<file path="src/rtl/static_bus_pkg.sv">
// Shared constants and types for the static register bus arbiter and the group decode mux.
package static_bus_pkg;

    localparam int ADDR_W = 20;
    localparam int DATA_W = 32;

    // Read data returned to a requester whose access was aborted by the watchdog
    localparam logic [31:0] ABORT_RDATA = 32'hDEAD_BEEF;

    // Group-ID field inside the static address, decoded by the downstream mux
    localparam int GROUP_ID_MSB = 19;
    localparam int GROUP_ID_LSB = 18;

    typedef enum logic [1:0] {
        IDLE = 2'd0,
        BUSY = 2'd1,
        RESP = 2'd2
    } arb_state_e;

endpackage

</file>
<file path="src/rtl/static_bus_arbiter_rr_pick.sv">
// Combinational round-robin picker: first requester at or above i_ptr, wrapping around.
module rr_pick #(
    parameter int N     = 3,
    parameter int IDX_W = $clog2(N)
) (
    input  logic [N-1:0]     i_req,
    input  logic [IDX_W-1:0] i_ptr,
    output logic             o_valid,
    output logic [N-1:0]     o_grant,
    output logic [IDX_W-1:0] o_idx
);

    logic [2*N-1:0] w_req_dbl;
    logic [N-1:0]   w_req_rot;
    logic [IDX_W:0] w_off;
    logic [IDX_W:0] w_sum;

    assign w_req_dbl = {i_req, i_req};

    // Bit gi of the rotated vector is requester (i_ptr + gi) mod N
    for (genvar gi = 0; gi < N; gi++) begin : g_rot
        assign w_req_rot[gi] = w_req_dbl[int'(i_ptr) + gi];
    end

    always_comb begin
        w_off = '0;
        for (int k = N - 1; k >= 0; k--) begin
            if (w_req_rot[k]) begin
                w_off = (IDX_W+1)'(k);
            end
        end
    end

    assign o_valid = |i_req;
    assign w_sum   = {1'b0, i_ptr} + w_off;
    assign o_idx   = (w_sum >= (IDX_W+1)'(N)) ? IDX_W'(w_sum - (IDX_W+1)'(N))
                                              : w_sum[IDX_W-1:0];
    assign o_grant = o_valid ? (N'(1) << o_idx) : '0;

endmodule

</file>
<file path="src/rtl/static_bus_arbiter.sv">
// Round-robin arbiter/sequencer sharing the static register bus among NUM_REQ requesters.
// Optional BUSY watchdog abort enabled by defining STATIC_ARB_TIMEOUT_EN.
module static_bus_arbiter #(
    parameter int NUM_REQ        = 3,
    parameter int ADDR_W         = static_bus_pkg::ADDR_W,
    parameter int DATA_W         = static_bus_pkg::DATA_W,
    parameter int TIMEOUT_CYCLES = 1024
) (
    input  logic                      clk,
    input  logic                      rst,
    input  logic [NUM_REQ-1:0]        req_wen,
    input  logic [NUM_REQ-1:0]        req_ren,
    input  logic [NUM_REQ-1:0]        req_scan_id,
    input  logic [NUM_REQ*ADDR_W-1:0] req_addr,
    input  logic [NUM_REQ*DATA_W-1:0] req_wdata,
    output logic [DATA_W-1:0]         req_rdata,
    output logic [NUM_REQ-1:0]        req_ready,
    output logic                      req_err,
    output logic                      static_wen,
    output logic                      static_ren,
    output logic                      static_scan_id,
    output logic [ADDR_W-1:0]         static_addr,
    output logic [DATA_W-1:0]         static_wdata,
    input  logic [DATA_W-1:0]         static_rdata,
    input  logic                      static_ready
);
    import static_bus_pkg::*;

    localparam int IDX_W = $clog2(NUM_REQ);

    if (NUM_REQ < 2 || NUM_REQ > 8) begin : g_bad_num_req
        $error("static_bus_arbiter: NUM_REQ must be 2..8");
    end
    if (TIMEOUT_CYCLES < 1 || TIMEOUT_CYCLES > 65536) begin : g_bad_timeout
        $error("static_bus_arbiter: TIMEOUT_CYCLES must fit the 16-bit counter");
    end

    arb_state_e          r_state;
    logic [IDX_W-1:0]    r_rr_ptr;
    logic [IDX_W-1:0]    r_grant_idx;
    logic [NUM_REQ-1:0]  r_grant_oh;
    logic                r_static_wen;
    logic                r_static_ren;
    logic                r_static_scan_id;
    logic [ADDR_W-1:0]   r_static_addr;
    logic [DATA_W-1:0]   r_static_wdata;
    logic [DATA_W-1:0]   r_rdata;
    logic [NUM_REQ-1:0]  r_ready;

    logic [NUM_REQ-1:0]  w_req_any;
    logic                w_pick_valid;
    logic [NUM_REQ-1:0]  w_pick_grant;
    logic [IDX_W-1:0]    w_pick_idx;
    logic                w_sel_wen;
    logic                w_sel_ren;
    logic                w_sel_scan_id;
    logic [ADDR_W-1:0]   w_sel_addr;
    logic [DATA_W-1:0]   w_sel_wdata;

    assign w_req_any = req_wen | req_ren;

    rr_pick #(
        .N     (NUM_REQ),
        .IDX_W (IDX_W)
    ) u_rr_pick (
        .i_req   (w_req_any),
        .i_ptr   (r_rr_ptr),
        .o_valid (w_pick_valid),
        .o_grant (w_pick_grant),
        .o_idx   (w_pick_idx)
    );

    assign w_sel_wen     = req_wen[w_pick_idx];
    assign w_sel_ren     = req_ren[w_pick_idx];
    assign w_sel_scan_id = req_scan_id[w_pick_idx];
    assign w_sel_addr    = req_addr[w_pick_idx*ADDR_W +: ADDR_W];
    assign w_sel_wdata   = req_wdata[w_pick_idx*DATA_W +: DATA_W];

`ifdef STATIC_ARB_TIMEOUT_EN
    logic [15:0] r_tmo_cnt;
    logic        r_err;
    logic        w_tmo_hit;

    assign w_tmo_hit = (r_tmo_cnt == 16'(TIMEOUT_CYCLES - 1));
    assign req_err   = r_err;
`else
    assign req_err   = 1'b0;
`endif

    always_ff @(posedge clk or posedge rst) begin
        if (rst) begin
            r_state          <= IDLE;
            r_rr_ptr         <= '0;
            r_grant_idx      <= '0;
            r_grant_oh       <= '0;
            r_static_wen     <= 1'b0;
            r_static_ren     <= 1'b0;
            r_static_scan_id <= 1'b0;
            r_static_addr    <= '0;
            r_static_wdata   <= '0;
            r_rdata          <= '0;
            r_ready          <= '0;
`ifdef STATIC_ARB_TIMEOUT_EN
            r_tmo_cnt        <= '0;
            r_err            <= 1'b0;
`endif
        end else begin
            case (r_state)
                IDLE: begin
                    if (w_pick_valid) begin
                        r_grant_idx      <= w_pick_idx;
                        r_grant_oh       <= w_pick_grant;
                        // A write wins when both strobes are raised together
                        r_static_wen     <= w_sel_wen;
                        r_static_ren     <= w_sel_ren & ~w_sel_wen;
                        r_static_scan_id <= w_sel_scan_id;
                        r_static_addr    <= w_sel_addr;
                        r_static_wdata   <= w_sel_wdata;
`ifdef STATIC_ARB_TIMEOUT_EN
                        r_tmo_cnt        <= '0;
`endif
                        r_state          <= BUSY;
                    end
                end
                BUSY: begin
                    if (static_ready) begin
                        r_static_wen <= 1'b0;
                        r_static_ren <= 1'b0;
                        r_rdata      <= r_static_ren ? static_rdata : '0;
                        r_ready      <= r_grant_oh;
                        r_state      <= RESP;
                    end
`ifdef STATIC_ARB_TIMEOUT_EN
                    else if (w_tmo_hit) begin
                        r_static_wen <= 1'b0;
                        r_static_ren <= 1'b0;
                        r_rdata      <= DATA_W'(ABORT_RDATA);
                        r_err        <= 1'b1;
                        r_ready      <= r_grant_oh;
                        r_state      <= RESP;
                    end else begin
                        r_tmo_cnt    <= r_tmo_cnt + 16'd1;
                    end
`endif
                end
                RESP: begin
                    r_ready  <= '0;
                    r_rdata  <= '0;
`ifdef STATIC_ARB_TIMEOUT_EN
                    r_err    <= 1'b0;
`endif
                    r_rr_ptr <= (r_grant_idx == IDX_W'(NUM_REQ - 1)) ? '0
                                                                     : r_grant_idx + 1'b1;
                    r_state  <= IDLE;
                end
                default: r_state <= IDLE;
            endcase
        end
    end

    assign req_rdata      = r_rdata;
    assign req_ready      = r_ready;
    assign static_wen     = r_static_wen;
    assign static_ren     = r_static_ren;
    assign static_scan_id = r_static_scan_id;
    assign static_addr    = r_static_addr;
    assign static_wdata   = r_static_wdata;

endmodule
</file>
<file path="config.mk">
export PLATFORM = sky130hd
export DESIGN_NAME = static_bus_arbiter
export DESIGN_NICKNAME = d
export VERILOG_FILES = /design/src/rtl/static_bus_pkg.sv /design/src/rtl/static_bus_arbiter_rr_pick.sv /design/src/rtl/static_bus_arbiter.sv
export SDC_FILE = /design/constraint.sdc
export NUM_CORES = 1
export LEC_CHECK = 0
export CORE_MARGIN = 2
export CORE_UTILIZATION = 35
export DETAILED_ROUTE_END_ITERATION = 16
export GPL_ROUTABILITY_DRIVEN = 0
export PLACE_DENSITY_LB_ADDON = 0.1
export SLEW_MARGIN = 20
export SYNTH_ARGS = -nofsm -noshare
export SYNTH_HDL_FRONTEND = slang
export SYNTH_HIERARCHICAL = 1
export SYNTH_SLANG_ARGS = --single-unit
</file>
<file path="constraint.sdc">
create_clock -name clk -period 10 [get_ports clk]
set_input_delay 2 -clock clk [delete_from_list [all_inputs] [get_ports clk]]
set_output_delay 2 -clock clk [all_outputs]
set_load 0.02 [all_outputs]
</file>
### After elaboration in Yosys (flattened, before gate mapping)

Index checks and enable logic that the tools add are counted.

| word-level totals | value |
|---|---|
| register bits after elaboration | 99 |
| output and inout bits | 91 |
| input port bits | 200 |
| word-level logic and storage cells | 73 |

| cells by class | value |
|---|---|
| reduce and logical (&&, ||, !) cells | 8 |
| mux-type cells | 32 |
| bitwise gates (word level) | 3 |
| shifts and indexed selects | 3 |
| multiply operators | 1 |
| equality and inequality tests | 5 |
| $add $sub $neg | 5 |
| $lt $le $gt $ge | 5 |

Operators by type and width:

| operator | number |
|---|---|
| variable part select 96 x 8 -> 32 bit | 1 |
| < comparator 32 x 5 -> 1 bit, second input constant | 2 |
| 2-to-1 mux 32 bit | 2 |
| case mux 32 bit (2 select lines) | 1 |
| variable part select 60 x 8 -> 20 bit | 1 |
| 2-to-1 mux 2 bit | 7 |
| 2-to-1 mux 1 bit | 11 |
| binary-select mux 1 bit (select 2 bit) | 4 |
| binary-select mux 1 bit (select 3 bit) | 2 |
| case mux 3 bit (2 select lines) | 1 |
| AND reduction 2 bit | 3 |
| multiplier 2 x 3 -> 5 bit, second input constant | 1 |
| == test 2 bit, second input constant | 2 |
| < comparator 2 x 4 -> 1 bit, second input constant | 1 |
| case mux 1 bit (2 select lines) | 2 |
| case mux 2 bit (2 select lines) | 1 |
| nonzero test 2 bit | 2 |
| adder 2 x 1 -> 3 bit, second input constant | 1 |
| adder 2 x 2 -> 3 bit | 1 |
| adder 2 x 2 -> 3 bit, second input constant | 1 |
| greater-or-equal comparator 3 x 2 -> 1 bit, second input constant | 1 |
| < comparator 2 x 3 -> 1 bit, second input constant | 1 |
| 2-to-1 mux 3 bit | 1 |
| bitwise OR 3 bit | 1 |
| other kinds (11) | 11 |

### Logic depth before layout (Yosys ltp)

| depth | value |
|---|---|
| depth after elaboration | 16 |
| mapped depth | 17 |
| gate-level depth less buffers | 14 |

### By module

Netlist, hierarchy kept.

Modules (own cells, without submodules):

| module | sequential area each (µm²) | times used | cells each | area an instance (µm²) |
|---|---|---|---|---|
| static_bus_arbiter | 2,477.4 | 1 | 494 | 4,938.5 |
| rr_pick | 0.0 | 1 | 34 | 284.0 |

### Worst setup path after synthesis

Ideal clock, no wire load.

| timing path | value |
|---|---|
| path kind | in2reg |
| from | in req_wen[1] |
| to | reg r_static_wdata[13] (netlist: static_wdata[13]) |
| slack | 4.979 ns |
| arrival | 4.902 ns |
| cell stages on the path | 15 |
| required time | 9.881 ns |
| setup time | 0.119 ns |
| buffers on the path | 3 |
| path through | or2_2 nor4bb_1 a211o_1 nand4_1 fa_1 inv_1 ha_1 nor3b_1 o21a_1 buf_2 buf_4 buf_4 mux2i_1 o221ai_1 o21a_1 |

| on the way | value |
|---|---|
| longest elaborated chain between the ends | 11 |
| elaborated cells on any way between the ends | 19 |
| classes of those cells | add/sub: 2; order compare: 1; shift: 1; mux: 12; bitwise: 1; reduce/logical: 2 |

Ends and longest elaborated chain:

| item | line | text |
|---|---|---|
| start, declared | static_bus_arbiter.sv:11 | `input logic [NUM_REQ-1:0] req_wen,` |
| bitwise OR 3 bit (*) | static_bus_arbiter.sv:60 | `assign w_req_any = req_wen \| req_ren;` |
| binary-select mux 1 bit (select 3 bit) | static_bus_arbiter_rr_pick.sv:22 | `assign w_req_rot[gi] = w_req_dbl[int'(i_ptr) + gi];` |
| 2-to-1 mux 1 bit (not written as such) (2 in a row) | static_bus_arbiter_rr_pick.sv:22 |  |
| 2-to-1 mux 2 bit (2 in a row) | static_bus_arbiter_rr_pick.sv:28 | `if (w_req_rot[k]) begin` |
| 2-to-1 mux 2 bit (*) | static_bus_arbiter_rr_pick.sv:28 |  |
| adder 2 x 2 -> 3 bit (*) | static_bus_arbiter_rr_pick.sv:35 | `assign w_sum = {1'b0, i_ptr} + w_off;` |
| greater-or-equal comparator 3 x 2 -> 1 bit or subtractor 2 bit (tied branches) | static_bus_arbiter_rr_pick.sv:36 | `assign o_idx = (w_sum >= (IDX_W+1)'(N)) ? IDX_W'(w_sum - (IDX_W+1)'(N))` |
| 2-to-1 mux 2 bit (*) | static_bus_arbiter_rr_pick.sv:36 |  |
| via w_pick_idx[1] | static_bus_arbiter.sv:53 | `logic [IDX_W-1:0] w_pick_idx;` |
| variable part select 96 x 8 -> 32 bit (*) | static_bus_arbiter.sv:77 | `assign w_sel_wdata = req_wdata[w_pick_idx*DATA_W +: DATA_W];` |
| end signal, assigned | static_bus_arbiter.sv:118 | `r_static_wdata <= w_sel_wdata;` |
| end, declared | static_bus_arbiter.sv:46 | `logic [DATA_W-1:0] r_static_wdata;` |

Mark *: on every way through the listed nets, which the timed path passes. The rest lies on a longest branch. The select of a mux whose other input is x is not followed.
A chain may end at the register's enable or synchronous reset.

### Worst setup path after layout

| timing path | value |
|---|---|
| from | in req_wen[1] |
| to | reg r_static_ren (netlist: static_ren) |

| on the way | value |
|---|---|
| longest elaborated chain between the ends | 16 |
| elaborated cells on any way between the ends | 27 |
| classes of those cells | add/sub: 2; order compare: 1; eq/ne: 1; mux: 18; bitwise: 3; reduce/logical: 2 |

Ends and longest elaborated chain:

| item | line | text |
|---|---|---|
| bitwise OR 3 bit (*) | static_bus_arbiter.sv:60 |  |
| via w_req_any[1] | static_bus_arbiter.sv:50 | `logic [NUM_REQ-1:0] w_req_any;` |
| binary-select mux 1 bit (select 3 bit) | static_bus_arbiter_rr_pick.sv:22 |  |
| 2-to-1 mux 1 bit (not written as such) (2 in a row) | static_bus_arbiter_rr_pick.sv:22 |  |
| 2-to-1 mux 2 bit (2 in a row) | static_bus_arbiter_rr_pick.sv:28 |  |
| 2-to-1 mux 2 bit (*) | static_bus_arbiter_rr_pick.sv:28 |  |
| adder 2 x 2 -> 3 bit (*) | static_bus_arbiter_rr_pick.sv:35 |  |
| greater-or-equal comparator 3 x 2 -> 1 bit or subtractor 2 bit (tied branches) | static_bus_arbiter_rr_pick.sv:36 |  |
| 2-to-1 mux 2 bit (*) | static_bus_arbiter_rr_pick.sv:36 |  |
| via w_pick_idx[1] | static_bus_arbiter.sv:53 |  |
| binary-select mux 1 bit (select 2 bit) | static_bus_arbiter.sv:73 | `assign w_sel_wen = req_wen[w_pick_idx];` |
| 2-to-1 mux 1 bit (not written as such) | static_bus_arbiter.sv:73 |  |
| NOT 1 bit | static_bus_arbiter.sv:115 | `r_static_ren <= w_sel_ren & ~w_sel_wen;` |
| bitwise AND 1 bit (*) | static_bus_arbiter.sv:115 |  |
| 2-to-1 mux 1 bit (*) | static_bus_arbiter.sv:110 | `if (w_pick_valid) begin` |
| case mux 1 bit (2 select lines) (*) | static_bus_arbiter.sv:108 | `case (r_state)` |
| end signal, assigned | static_bus_arbiter.sv:115 |  |
| end, declared | static_bus_arbiter.sv:43 | `logic r_static_ren;` |

Marks and branches as above.

==> impl_metrics.csv <==
group,metric,value,unit
run_status,status,"complete, no violations",
cells_and_area,area_growth,63.0,%
clocking,cts-resized-gates,0,
critical_path,worst_path_most_repeated_cell,"buf_16",
clocking,cts_tree,"done",
worst_hold_path,hold_path.startpoint,"static_addr[17]",
route,vias,4944,
cells_and_area,nNetsFinal,985,
sta,slew_viol_final,0,
placed_design,dp_hpwl,12400,um
clocking,cts_made_buffers,9,
sta,worst_pin_slew,1080,ps
clocking,clk_pin_slew,70,ps
synth,yosysWarnings,6,
critical_path,critPathKind,"in2reg",
floorplan,die_y,126,um
critical_path,r2r_start,"r_rr_ptr[0]",
pwr,ir_worst_vdd,0.358,mV
cells_and_area,diodes,0,
route,first_pass_iters,4,
critical_path,path_max_fanout,61,
clocking,cts_hold_buf,0,
sta,hold_violations,0,
pwr,p_per_area,385,nW/um^2
synth,synth_compound_area_frac,0.191,
critical_path,cp-start-kind,"primary input",
route,routed_wl,16700,um
synth,synth_top_family_by_area,"compound AO/OA/AOI/OAI gates",
route,drc_errors,0,
critical_path,crit_chain,"clkdlybuf4s50_1 -> or2_2 -> nor4bb_1 -> a211o_1 -> nand4_1 -> fa_1 -> inv_1 -> ha_1 -> nor3b_1 -> o21a_4 -> nor2b_4 -> buf_16 -> buf_16 -> o2bb2ai_1 -> o31ai_1",
sta,period_needed,6440,ps
cells_and_area,drive_above_1_share,0.0509,
synth,yosys.area_share.simple,0.136,
critical_path,r2r_setup_slack,4990,ps
worst_hold_path,holdPathStages,2,
clocking,cts.sinks,99,
floorplan,die_w,126,um
route,dr.first_iter.drc_count,200,
synth,synth-seq-cells,99,
floorplan,die_area,15900,sq um
clocking,cts_htree_levels,3,
synth,yosys.cell_types.count,42,
synth,synth_nets,732,
cells_and_area,nFillCells,1277,
synth,synth-main-ff-cell,"dfrtp_1",
synth,synth_edf_count,0,
clocking,root_buffer,"clkbuf_16",
critical_path,worst_path_largest_cell_delay,910,ps
critical_path,crit_path_top_delay_cell,"o21a_4",
sta,finalSetupViolCount,0,
clocking,post_cts_buffers,0,
grt,grtUsageTotal,0.206,
sta,fmax,155,MHz
placed_design,numPortBuffers,289,
sta,rsz0062_at_grt,"false",
grt,grt_pass1_vias,5123,
route,via_per_inst,5.10,
placed_design,dp.cells,953,
floorplan,initial_core_util,0.359,
critical_path,worst_r2r_path_depth,15,
floorplan,row_count,44,
grt,grt_max_degree,110,
cells_and_area,seq_area,2480,sq um
floorplan,core,14500,sq um
grt,grt.overflow.total,0,
critical_path,arrival,6680,ps
synth,synth_xor_area_frac,0.00168,
synth,async_reset_ff_frac,1.00,
route,ant_nets,0,
critical_path,crit_required,10240,ps
route,wire_per_inst,17.2,um
floorplan,ios,291,
sta,slew_headroom,0.277,
synth,synth_area_per_cell,9.89,sq um
sta,final.setup.tns,0,ps
grt,grt_pass1_wl,26100,um
synth,synth_area,5220,sq um
synth,synth_seq_area_share,0.474,
sta,skew,7.45,ps
cells_and_area,fin_cells,970,
synth,syn_inst,528,
synth,synthMuxAreaShare,0.130,
sta,fin_crit_sh,0.644,
grt,antenna_found_initial,0,
clocking,clk-insertion-delay-late,350,ps
pwr,p_leak,3.49,nW
clocking,max-clock-path-buffers,2,
flow_run,drv_cap,0,
worst_hold_path,hold_path_class,"reg2reg",
cells_and_area,multi_input_area,2490,sq um
synth,synth_fa_ha_area_frac,0.0110,
worst_hold_path,worstHoldEndpoint,"static_addr[17]",
critical_path,end_kind,"flip-flop",
critical_path,reg2reg_to,"static_ren",
[logic make-up after synthesis]
family | count (synthesis)
adder cells (fa/ha/maj) | 4
AND/OR/NAND/NOR | 146
multiplexers | 66
flip-flops | 99
AO/OA/AOI/OAI | 152
buffers and inverters | 59
XOR/XNOR | 1
other | 1
[cell type report]
class                      instances  share of cell area
clock buffer                      15              0.0338
clock inverter                     1            0.000588
inverter                           6             0.00294
multi-input combinational        370               0.293
sequential                        99               0.291
tap                              184              0.0271
timing repair buffer             295               0.351
[worst max-delay path: cells and delay by family]
| family | cells | cell delay (ps) |
|---|---|---|
| and+or+nand+nor | 5 | 1590 |
| adders and majority gates | 2 | 720 |
| buffers and inverters | 4 | 890 |
| AOI/OAI and AO/OA | 4 | 1450 |
[power breakdown]
group	leakage [nW]	internal, mW	switching [mW]
sequential	1.28	0.558	0.0936
combinational	2.07	1.15	1.13
clock	0.146	0.196	0.148
total	3.49	1.91	1.37
[flip-flops by register name, indices dropped and copies added (netlist names)]
signal / cells
req_rdata: 32
static_wdata: 32
r_grant_oh: 3
req_ready: 3
r_state: 2
r_grant_idx: 2
static_scan_id: 1
static_wen: 1
static_addr: 20
r_rr_ptr: 2
static_ren: 1
[per-layer routing]
layer / GRT usage / wire length (um) / vias to the layer above
met5: 0 / 0 / -
met4: 0.0763 / 391 / 0
met3: 0.0518 / 1060 / 23
met2: 0.380 / 8800 / 161
met1: 0.228 / 6480 / 2346
li1: - / - / 2414
[stage by stage]
step	util	area [sq um]	power [mW]	hold WS, ps	worst slack (ps)
floorplan	-	5220	2.22	446	4980
global placement	0.560	8140	2.81	462	3470
detailed placement	0.564	8200	2.96	470	3220
CTS	0.584	8490	3.31	485	3530
global route	0.586	8510	3.50	505	3180
finish	0.586	8510	3.28	476	3560
[cell usage after synthesis (all sizes together), types with 2 or more instances]
library cell / count / area (sq um)
ha: 3 / 37.5
nand3: 66 / 330
a2bb2oi: 53 / 464
nand3b: 4 / 33.8
o21a: 2 / 15.0
mux2: 7 / 86.3
a22o: 3 / 26.3
o21ai: 86 / 430
dfrtp: 99 / 2480
nor3b: 4 / 30.0
buf: 26 / 164
nand2: 56 / 210
or2: 3 / 18.8
nor3: 2 / 10.0
o31ai: 2 / 15.0
clkbuf: 27 / 101
nor2b: 2 / 12.5
inv: 6 / 22.5
nand2b: 2 / 12.5
mux2i: 59 / 591
[placed cells by master, fill, tap and decap left out, types with 3 or more instances in the layout]
master and n:
nand3_1 66, or2_2 3, inv_1 5, mux2_2 5, o21ai_1 31, a22o_1 3
ha_1 3, mux2i_1 59, clkdlybuf4s50_1 289, nand2_1 56, dfrtp_1 99, a2bb2oi_1 53
buf_4 3, nand3b_1 3, clkbuf_8 4, o21ai_0 55, clkbuf_16 9, nor3b_1 4
[worst max-delay path by stage]
stage	from	end	slack [ps]	depth (start not counted)
after floorplan	req_wen[1]	static_wdata[13]	4980	15
after global placement	req_wen[0]	static_wen	3470	15
after detailed placement	req_ren[0]	static_ren	3220	17
after CTS	req_ren[0]	static_ren	3530	17
after global routing	req_wen[0]	static_ren	3180	17
final	req_wen[1]	static_ren	3560	15
(Power assumes the default switching activity.)
